`src/rtl/alu_result_stage.sv`:
```
//------------------------------------------------------------------------------
// alu_result_stage : registered ALU result select, MULTU shift-add, HI/LO regs
// Revision: 1.0 - initial release
//------------------------------------------------------------------------------
`default_nettype none

module alu_result_stage #(
    parameter int WIDTH = 32,
    parameter int CNT_W = 6
) (
    input  logic             clk,
    input  logic             reset,
    input  logic [5:0]       Signal,
    input  logic             op_valid,
    output logic             op_ready,
    input  logic [WIDTH-1:0] dataA,
    input  logic [WIDTH-1:0] dataB,
    input  logic [WIDTH-1:0] alu_data,
    input  logic [WIDTH-1:0] shift_data,
    output logic [WIDTH-1:0] dataOut,
    output logic             result_valid,
    output logic             mult_done,
    output logic             busy
);

    localparam logic [5:0] c_fn_add   = 6'b100000;
    localparam logic [5:0] c_fn_sub   = 6'b100010;
    localparam logic [5:0] c_fn_and   = 6'b100100;
    localparam logic [5:0] c_fn_or    = 6'b100101;
    localparam logic [5:0] c_fn_slt   = 6'b101010;
    localparam logic [5:0] c_fn_srl   = 6'b000010;
    localparam logic [5:0] c_fn_multu = 6'b011001;
    localparam logic [5:0] c_fn_mfhi  = 6'b010000;
    localparam logic [5:0] c_fn_mflo  = 6'b010010;

    localparam logic [CNT_W-1:0] c_last_iter = CNT_W'(WIDTH - 1);

    typedef enum logic [0:0] {
        ST_IDLE = 1'b0,
        ST_MUL  = 1'b1
    } state_t;

    state_t               state_q, state_d;
    logic [WIDTH-1:0]     dout_q, dout_d;
    logic [WIDTH-1:0]     hi_q, hi_d;
    logic [WIDTH-1:0]     lo_q, lo_d;
    logic [WIDTH-1:0]     m_q, m_d;
    logic [2*WIDTH-1:0]   p_q, p_d;
    logic [CNT_W-1:0]     cnt_q, cnt_d;
    logic                 rv_q, rv_d;
    logic                 done_q, done_d;
    logic [WIDTH:0]       sum;
    logic                 accept;

    assign busy         = (state_q == ST_MUL);
    assign op_ready     = !busy;
    assign accept       = op_valid && op_ready;
    assign dataOut      = dout_q;
    assign result_valid = rv_q;
    assign mult_done    = done_q;

    // One shift-add step; the extra sum bit keeps the carry out of the high half.
    assign sum = {1'b0, p_q[2*WIDTH-1:WIDTH]} + (p_q[0] ? {1'b0, m_q} : '0);

    always_comb begin
        state_d = state_q;
        dout_d  = dout_q;
        hi_d    = hi_q;
        lo_d    = lo_q;
        m_d     = m_q;
        p_d     = p_q;
        cnt_d   = cnt_q;
        rv_d    = 1'b0;
        done_d  = 1'b0;

        case (state_q)
            ST_IDLE: begin
                if (accept) begin
                    case (Signal)
                        c_fn_add, c_fn_sub, c_fn_and, c_fn_or, c_fn_slt: begin
                            dout_d = alu_data;
                            rv_d   = 1'b1;
                        end
                        c_fn_srl: begin
                            dout_d = shift_data;
                            rv_d   = 1'b1;
                        end
                        c_fn_mfhi: begin
                            dout_d = hi_q;
                            rv_d   = 1'b1;
                        end
                        c_fn_mflo: begin
                            dout_d = lo_q;
                            rv_d   = 1'b1;
                        end
                        c_fn_multu: begin
                            p_d     = {{WIDTH{1'b0}}, dataB};
                            m_d     = dataA;
                            cnt_d   = '0;
                            state_d = ST_MUL;
                        end
                        default: begin
                            dout_d = '0;
                            rv_d   = 1'b1;
                        end
                    endcase
                end
            end
            ST_MUL: begin
                p_d   = {sum, p_q[WIDTH-1:1]};
                cnt_d = cnt_q + 1'b1;
                if (cnt_q == c_last_iter) begin
                    hi_d    = p_d[2*WIDTH-1:WIDTH];
                    lo_d    = p_d[WIDTH-1:0];
                    done_d  = 1'b1;
                    state_d = ST_IDLE;
                end
            end
            default: state_d = ST_IDLE;
        endcase
    end

    always_ff @(posedge clk or negedge reset) begin
        if (!reset) begin
            state_q <= ST_IDLE;
            dout_q  <= '0;
            hi_q    <= '0;
            lo_q    <= '0;
            m_q     <= '0;
            p_q     <= '0;
            cnt_q   <= '0;
            rv_q    <= 1'b0;
            done_q  <= 1'b0;
        end else begin
            state_q <= state_d;
            dout_q  <= dout_d;
            hi_q    <= hi_d;
            lo_q    <= lo_d;
            m_q     <= m_d;
            p_q     <= p_d;
            cnt_q   <= cnt_d;
            rv_q    <= rv_d;
            done_q  <= done_d;
        end
    end

endmodule

`default_nettype wire

```
`config.mk`:
```
export PLATFORM = sky130hd
export DESIGN_NAME = alu_result_stage
export DESIGN_NICKNAME = d
export VERILOG_FILES = /design/src/rtl/alu_result_stage.sv
export SDC_FILE = /design/constraint.sdc
export NUM_CORES = 1
export LEC_CHECK = 0
export BUFFER_PORTS_ARGS = -buffer_cell sky130_fd_sc_hd__buf_2
export CAP_MARGIN = 20
export CORE_ASPECT_RATIO = 0.8
export CORE_MARGIN = 1.5
export CORE_UTILIZATION = 45
export DETAILED_ROUTE_END_ITERATION = 10
export PLACE_DENSITY = 0.69
export SYNTH_ARGS = -nofsm -noshare
export SYNTH_HDL_FRONTEND = slang
export SYNTH_SLANG_ARGS = --single-unit
```
`constraint.sdc`:
```
create_clock -name clk -period 4.15 [get_ports clk]
set_input_delay 1.245 -clock clk [delete_from_list [all_inputs] [get_ports clk]]
set_output_delay 1.245 -clock clk [all_outputs]
set_load 0.01 [all_outputs]
```
# Word level (Yosys, flattened, before mapping)
# Cells that the tools add are included.
# totals
reg_bits	201
input_bits	137
out_inout_bits	36
word_cells	49
# classes
addsub	2
n_eq_ne	12
mux	17
bitwise_logic	2
n_reduce_logical	7
# ops
cell	n
$pmux W32 S5	1
$mux W64	2
$pmux W64 S2	1
$add A32 B32 Y33	1
$mux W32	1
$eq A6 B6 Y1 const B	5
$eq A6 B5 Y1 const B	4
$mux W6	2
$pmux W6 S2	1
$mux W1	8
$add A6 B1 Y6 const B	1
$eq A6 B2 Y1 const B	1
$reduce_and A3 Y1	2
$reduce_or A5 Y1	1
$reduce_and A2 Y1	2
$ne A2 B1 Y1 const B	1
$ne A2 B2 Y1 const B	1
$not A1 Y1	2
$pmux W1 S2	1
$logic_and A1 B1 Y1	1
$logic_not A1 Y1	1

# Longest topological paths before layout
# Gate-level depths: netlist (run 1).
# depth
ltp_word	4
ltp_mapped	12
depth_no_buf	11

# Least setup slack after synthesis (run 1)
# Ideal clock, no wire load.
# synth_timing
kind	input -> register
start	input port Signal[1]
end	register m_q[10]
setup_time_ns	0.125
arrival_ns	2.660
required_ns	4.025
path_slack_ns	1.365
cell_stages	6
n_path_buf	2
path_cell_list	nand2b_1 > nor4_1 > and3_1 > clkbuf_1 > buf_2 > mux2_2
# synth_via
elab_chain_len	2
# synth_rtl
element	line_no	text
start, declared	13	input logic [5:0] Signal,
$eq A6 B5 Y1	79	case (Signal)
$reduce_and A3 Y1 (no source line)	--	
end signal, assigned	139	m_q <= m_d;
end, declared	47	logic [WIDTH-1:0] m_q, m_d;
# No other way between the ends.
# A chain may end at the register's enable or synchronous reset.

# Worst setup path in the final report (run 1)
# layout_timing
start	register p_q[0]
end	register hi_q[25]
# layout_via
elab_chain_len	2
# layout_rtl
element	line_no	text
start, declared	48	logic [2*WIDTH-1:0] p_q, p_d;
start signal, assigned	140	p_q <= p_d;
$mux W32	63	assign sum = {1'b0, p_q[2*WIDTH-1:WIDTH]} + (p_q[0] ? {1'b0, m_q} : '0);
$add A32 B32 Y33	63	
end signal, assigned	137	hi_q <= hi_d;
end, declared	45	logic [WIDTH-1:0] hi_q, hi_d;
# No other way between the ends.

==> parameters.txt, run 1 <==
Parameter                              Value

Pwr
  Maximum VDD drop    0.327 mV
  Power density over the cells    471 nW/um2
  Leakage    0.00664 uW

Floorplan
  Die width    174 um
  IO Pins    173
  Starting density of the core    0.464
  Core footprint    22700 um2
  DIE AREA    24300 um2
  Die H    140 um
  Num rows    49

Final layout
  Leading cell type in the layout, fill and taps excluded    nand2_1
  Final core area utilization    0.546
  Number of nets at the end of the flow    1389
  Layout filler cell count    2072
  Growth of design area from synthesis to finish    17.8%
  Commonest non-fill, non-tap cells in the layout    nand2_1 (271), dfrtp_1 (200), buf_2 (171)
  Non-filler instance count after layout    1541
  Share of post-route cells with drive strength above 1    0.245

Critical path
  Class of the most critical setup path    reg2reg
  Endpoint type of the worst setup path    flop
  R2r startpoint    p_q[0]$_DFFE_PN0P_
  Cell type of the slowest stage on the worst timing path    dfrtp_1
  Worst EP arrival    4.08 ns
  Kind of start point of the critical path    flop
  Endpoint of the most critical register-to-register path    hi_q[25]$_DFFE_PN0P_
  Cell-by-cell trace of the critical path    and2_1 > ha_1 > inv_1 > fa_1 > nor2b_1 > o2111ai_2 > a2111oi_0 > or3_1 > a21oi_1 > xnor2_1 > mux2_2
  Critical Path RT    4.54 ns
  Path depth of the worst reg2reg path    11
  Worst stage delay on the critical path    0.93 ns
  Register-to-register setup slack    0.46 ns
  Max FO, Critical Path    33
  Worst path buffer plus inverter count    1
  Kind of cell with the highest combined delay on the critical path    flip-flops

Clock network
  Number of clock sinks    201
  Number of buffers created by CTS    22
  Postcts setup bufs    0
  Skew-Pair Late Insertion Delay    0.52 ns
  Max Root-Sink Buffers    3
  Count of hold buffers inserted by post-cts repair    0
  Clock Tree Root    clkbuf_16
  Number of instances resized during post-cts repair    0
  Clock transition at the register clock pins on the worst setup and hold paths after CTS    0.07 ns
  CTS tree    built
  Number of H-tree branching levels    1

Timing
  Final slew viol count    0
  Unrepaired setup endpoints after global routing    false
  Share of the cycle needed by the critical path after routing    0.889
  Worst-margin pin slew    1.15 ns
  Period minus WS final    3.69 ns
  Sum of negative setup slack    0 ns
  Final setup fails    0
  Fin Hold WS    0.476 ns
  Fmax achieved    0.271 GHz
  Max-slew headroom at the worst pin    0.236
  Hold violation count in the final report    0
  Clk_skew    0.0256 ns

Hold path
  Worst min-delay path endpoint    lo_q[23]$_DFFE_PN0P_
  Hold path startpoint    lo_q[23]$_DFFE_PN0P_
  Worst hold path depth    2
  Worst Hold Class    reg2reg

Yosys
  Yosys cell types    66
  Area share of the largest cell type after synthesis    0.478
  Number of flops mapped to enable cells by yosys    0
  Share of async-settable or async-resettable flops after synthesis    1.00
  Post-synthesis instance area    10500 um2
  Main synth FF type    dfrtp_1
  Synth top area cells    dfrtp_1 (48%), nand2_1 (9.7%), mux2_2 (4.9%)
  Part of the Yosys area used for sequential elements    0.478
  Synthesized netlist cell count    1074
  Biggest area consumer among synthesized cells    dfrtp_1
  Net Count, Synth    1245
  Post-Syn Area per Cell    9.80 um2
  Warnings, synthesis    0
  Flop and latch count out of synthesis    201

Detailed routing
  Wire length reported by the detailed router    29.0 mm
  Violation count after the first detailed-routing iteration    1040
  Vias per std cell    5.70
  Number of antenna-violating nets in the routed design    0
  Average wire per cell in the routed design    18.8 um
  Total number of vias    8780
  Number of design rule violations left after detail routing    0
  Initial DRT Pass Iterations    8

Place
  Global placement routability congestion    0.913
  Estimated wirelength of the detail-placed design    20.6 mm
  Port Buffer Count    172
  Inst Count DP    1500

Global route
  Total congestion overflow    0
  Via count of the first global-routing pass    8542
  Maximum number of pins on one net before global-route repair    84
  Number of antenna violations at the first check in global routing    1
  Wire length of the first global-routing pass    46.9 mm
  Total routing usage reported by global routing    0.239

Status
  Outcome    complete, no violations

Job
  Number of violations of the max-capacitance limit    0
==> layout make-up <==
class / instances / area (um2) / area share
diodes: 1 / 2.50 / 0.000202
well taps: 306 / 383 / 0.0309
repair buffers: 188 / 1030 / 0.0829
clock inverters: 13 / 105 / 0.00848
multi-input cells: 796 / 5210 / 0.421
flip-flops and latches: 201 / 5030 / 0.406
clock buffers: 27 / 599 / 0.0484
inverters: 9 / 33.8 / 0.00273
==> through the flow <==
stage	instance area, um2	worst slack, ns	power [uW]
after global routing	12400	0.134	6180
after floorplan	10500	1.37	3490
after CTS	12400	0.430	5880
after global placement	11700	0.572	3930
after detailed placement	11700	0.448	3960
final	12400	0.461	5840
==> how the worst max path moves through the flow <==
stage,start,to,slack (ns),cells past startpoint
after global routing,p_q[0]$_DFFE_PN0P_,hi_q[25]$_DFFE_PN0P_,0.13,11
after global placement,p_q[0]$_DFFE_PN0P_,hi_q[21]$_DFFE_PN0P_,0.57,11
after detailed placement,p_q[0]$_DFFE_PN0P_,hi_q[25]$_DFFE_PN0P_,0.45,11
after floorplan,Signal[1],m_q[10]$_DFFE_PN0P_,1.37,6
after CTS,p_q[0]$_DFFE_PN0P_,hi_q[25]$_DFFE_PN0P_,0.43,11
final,p_q[0]$_DFFE_PN0P_,hi_q[25]$_DFFE_PN0P_,0.46,11
==> worst min-delay path, stage by stage (launching register included) <==
cell	delay (ns)
dfrtp_1	0.34
nand2_1	0.05
nand2_1	0.06
==> routing by layer <==
| metal | vias to the layer above | part of all wire | track usage | wire [um] |
|---|---|---|---|---|
| met3 | 36 | 0.077 | 0.0448 | 2240 |
| met4 | 0 | 0.017 | 0.0458 | 478 |
| met5 | - | 0 | 0 | 0 |
| li1 | 4138 | - | - | - |
| met2 | 333 | 0.43 | 0.353 | 12400 |
| met1 | 4273 | 0.48 | 0.365 | 13900 |
==> synth_stat cells, types with 9 or more instances <==
| cell | instances |
|---|---|
| nand2_1 | 272 |
| dfrtp_1 | 201 |
| o21ai_0 | 58 |
| clkbuf_1 | 52 |
| mux2_2 | 46 |
| a22o_1 | 39 |
| and2_1 | 34 |
| a21oi_1 | 33 |
| ha_1 | 33 |
| mux2i_1 | 33 |
| a222oi_1 | 32 |
| nor2_1 | 24 |
| a21o_1 | 22 |
| and3_1 | 20 |
| xnor2_1 | 15 |
| nand3_1 | 14 |
| o21a_1 | 12 |
| xor2_1 | 10 |
| buf_1 | 9 |
==> cell families after synthesis <==
kind of cell / Yosys count / share of synthesized area
adders and majority gates: 34 / 0.0412
buffers and inverters: 77 / 0.0283
DFF: 201 / 0.478
and+or+nand+nor: 403 / 0.169
muxes: 80 / 0.0821
xor gates and xnor gates: 25 / 0.0208
AOI/OAI and AO/OA: 254 / 0.180
==> where the power goes <==
group	leakage, uW	internal (uW)	total [uW]	switching (uW)
Sequential	0.00273	2310	2640	328
Combinational	0.00355	548	1290	742
Clock	0.000360	1100	1910	815
==> flip-flops by register name, indices dropped and copies added, names as in the netlist, 6 cells and up <==
register	count
m_q	32
dataOut	32
cnt_q	6
p_q	64
lo_q	32
hi_q	32
(Power assumes the default switching activity.)
==> run 2: changes to the inputs <==
--- a/config.mk
+++ b/config.mk
@@ -8,7 +8,7 @@
 export BUFFER_PORTS_ARGS = -buffer_cell sky130_fd_sc_hd__buf_2
 export CAP_MARGIN = 20
 export CORE_ASPECT_RATIO = 0.8
-export CORE_MARGIN = 1.5
+export CORE_MARGIN = 2
 export CORE_UTILIZATION = 45
 export DETAILED_ROUTE_END_ITERATION = 10
 export PLACE_DENSITY = 0.69
==> constraint.sdc (replaced) <==
create_clock -name clk -period 4.2 [get_ports clk]
set_input_delay 1.26 -clock clk [delete_from_list [all_inputs] [get_ports clk]]
set_output_delay 1.26 -clock clk [all_outputs]
set_load 0.005 [all_outputs]
==> parameters.txt, run 2 (same netlist as run 1, synthesis figures left out) <==
Parameter                              Value

Detailed routing
  Violation count after the first detailed-routing iteration    875
  Initial DRT Pass Iterations    7
  Number of design rule violations left after detail routing    0
  Wire length reported by the detailed router    28.7 mm
  Total number of vias    8848
  Number of antenna-violating nets in the routed design    0
  Vias per std cell    5.72
  Average wire per cell in the routed design    18.6 um

Pwr
  Leakage    0.00666 uW
  Net Switching    1860 uW
  Total internal power    4050 uW
  Share of total power in the clock network    0.340
  Power density over the cells    474 nW/um2
  Power share of the combinational group    0.226
  Maximum VDD drop    0.280 mV
  Proportion of total power due to net switching    0.314
  Sequential power share    0.434

Critical path
  Cell type of the slowest stage on the worst timing path    nand2_2
  Worst stage delay on the critical path    0.79 ns
  Worst path buffer plus inverter count    2
  Cell-by-cell trace of the critical path    buf_2 > nand2b_1 > nor4_1 > nand2_2 > buf_4 > mux2i_1 > o21ai_0
  Critical Path RT    4.62 ns
  Kind of cell with the highest combined delay on the critical path    simple AND/OR/NAND/NOR gates
  Max FO, Critical Path    39
  Register-to-register setup slack    1.04 ns
  Class of the most critical setup path    in2reg
  Endpoint of the most critical register-to-register path    hi_q[21]$_DFFE_PN0P_
  Path depth of the worst reg2reg path    10
  Worst EP arrival    3.85 ns
  Kind of start point of the critical path    primary input
  R2r startpoint    p_q[0]$_DFFE_PN0P_
  Endpoint type of the worst setup path    flop

Final layout
  Number of flip-flops in the largest register    64
  Layout filler cell count    2132
  Share of post-route cells with drive strength above 1    0.241
  Number of nets at the end of the flow    1392
  Commonest non-fill, non-tap cells in the layout    nand2_1 (271), dfrtp_1 (200), buf_2 (171)
  Growth of design area from synthesis to finish    18.4%
  Number of antenna cells inserted    0
  Leading cell type in the layout, fill and taps excluded    nand2_1
  Register containing the most flip-flops in the final layout    p_q
  Final core area utilization    0.538

Global route
  Wire length of the first global-routing pass    45.6 mm
  Total routing usage reported by global routing    0.231
  Maximum number of pins on one net before global-route repair    92
  Total congestion overflow    0
  Via count of the first global-routing pass    8329
  Number of antenna violations at the first check in global routing    0

Timing
  Hold violation count in the final report    0
  Clk_skew    0.0147 ns
  Max-slew headroom at the worst pin    0.345
  Worst-margin pin slew    0.979 ns
  Sum of negative setup slack    0 ns
  Final setup fails    0
  Fmax achieved    0.291 GHz
  Share of the cycle needed by the critical path after routing    0.817
  Unrepaired setup endpoints after global routing    false
  Final slew viol count    0
  Min setup slack post-route    0.769 ns
  Fin Hold WS    0.474 ns
  Period minus WS final    3.43 ns

Hold path
  Worst min-delay path endpoint    lo_q[2]$_DFFE_PN0P_
  Hold path startpoint    lo_q[2]$_DFFE_PN0P_
  Worst Hold Class    reg2reg
  Worst hold path depth    2

Clock network
  Max Root-Sink Buffers    3
  CTS tree    built
  Number of H-tree branching levels    1
  Number of buffers created by CTS    23
  Clock transition at the register clock pins on the worst setup and hold paths after CTS    0.06 ns
  Number of instances resized during post-cts repair    0
  Count of hold buffers inserted by post-cts repair    0
  Skew-Pair Late Insertion Delay    0.52 ns
  Clock Tree Root    clkbuf_16
  Postcts setup bufs    0
  Number of clock sinks    201

Floorplan
  Num rows    50
  DIE AREA    24600 um2
  IO Pins    173
  Die H    141 um
  Core footprint    23100 um2
  Starting density of the core    0.454
  Die width    175 um

Place
  Port Buffer Count    172
  Estimated wirelength of the detail-placed design    20.6 mm
  Global placement routability congestion    0.863
  Dpl ws    0.275 ns

Job
  Number of violations of the max-capacitance limit    0

Status
  Outcome    complete, no violations
## run 2: cell types whose count changed in the layout (fill, tap and decap cells not counted), sizes merged
cell	change
clkinv	-10
clkbuf	+7
buf	+2
bufinv	+1
clkinvlp	+1
diode	-1
## run 2: worst max path at each step
stage               depth (start not counted)             endpoint  startpoint
floorplan                                   6  m_q[10]$_DFFE_PN0P_   Signal[1]
global placement                            7   p_q[7]$_DFFE_PN0P_   Signal[1]
detailed placement                          7  p_q[11]$_DFFE_PN0P_   Signal[1]
CTS                                         7   p_q[9]$_DFFE_PN0P_   Signal[1]
global route                                7   p_q[9]$_DFFE_PN0P_   Signal[1]
finish                                      7   p_q[9]$_DFFE_PN0P_   Signal[1]
## run 2: worst register-to-register path, cell delays in order (launching register included)
cell	delay [ns]
dfrtp_1	0.36
buf_4	0.29
nand2_1	0.17
fa_1	0.44
nor2b_1	0.21
o2111ai_2	0.20
a2111oi_0	0.40
or3_1	0.37
a21boi_1	0.13
xnor2_1	0.17
mux2_2	0.29
## run 2: area by class of cell
class / count / area [um2] / area share
Multi-Input combinational cell: 796 / 5210 / 0.418
Sequential cell: 201 / 5030 / 0.404
Timing Repair Buffer: 190 / 1040 / 0.0837
Clock buffer: 34 / 657 / 0.0527
Tap cell: 312 / 390 / 0.0313
Clock inverter: 5 / 92.6 / 0.00743
Inverter: 9 / 33.8 / 0.00271
## run 2: stage by stage
step / instance area, um2 / std cells / total power, uW
6_report: 12500 / 1547 / 5900
2_1_floorplan: 10500 / 1074 / 3440
3_3_place_gp: 11700 / 1508 / 3870
4_1_cts: 12500 / 1547 / 5940
5_1_grt: 12500 / 1547 / 6230
3_5_place_dp: 11700 / 1508 / 3910
## run 2: power by group through the flow
stage	combinational, uW	sequential, uW	clock [uW]
2_1_floorplan	950	2490	0
3_3_place_gp	1290	2580	0
3_5_place_dp	1330	2590	0
4_1_cts	1330	2560	2050
5_1_grt	1500	2590	2130
6_report	1330	2560	2010
## run 2: metal layers
layer	GRT usage	routed length (um)
met2	0.350	12500
met3	0.0294	2050
met4	0.0443	468
met1	0.358	13700
met5	0	0
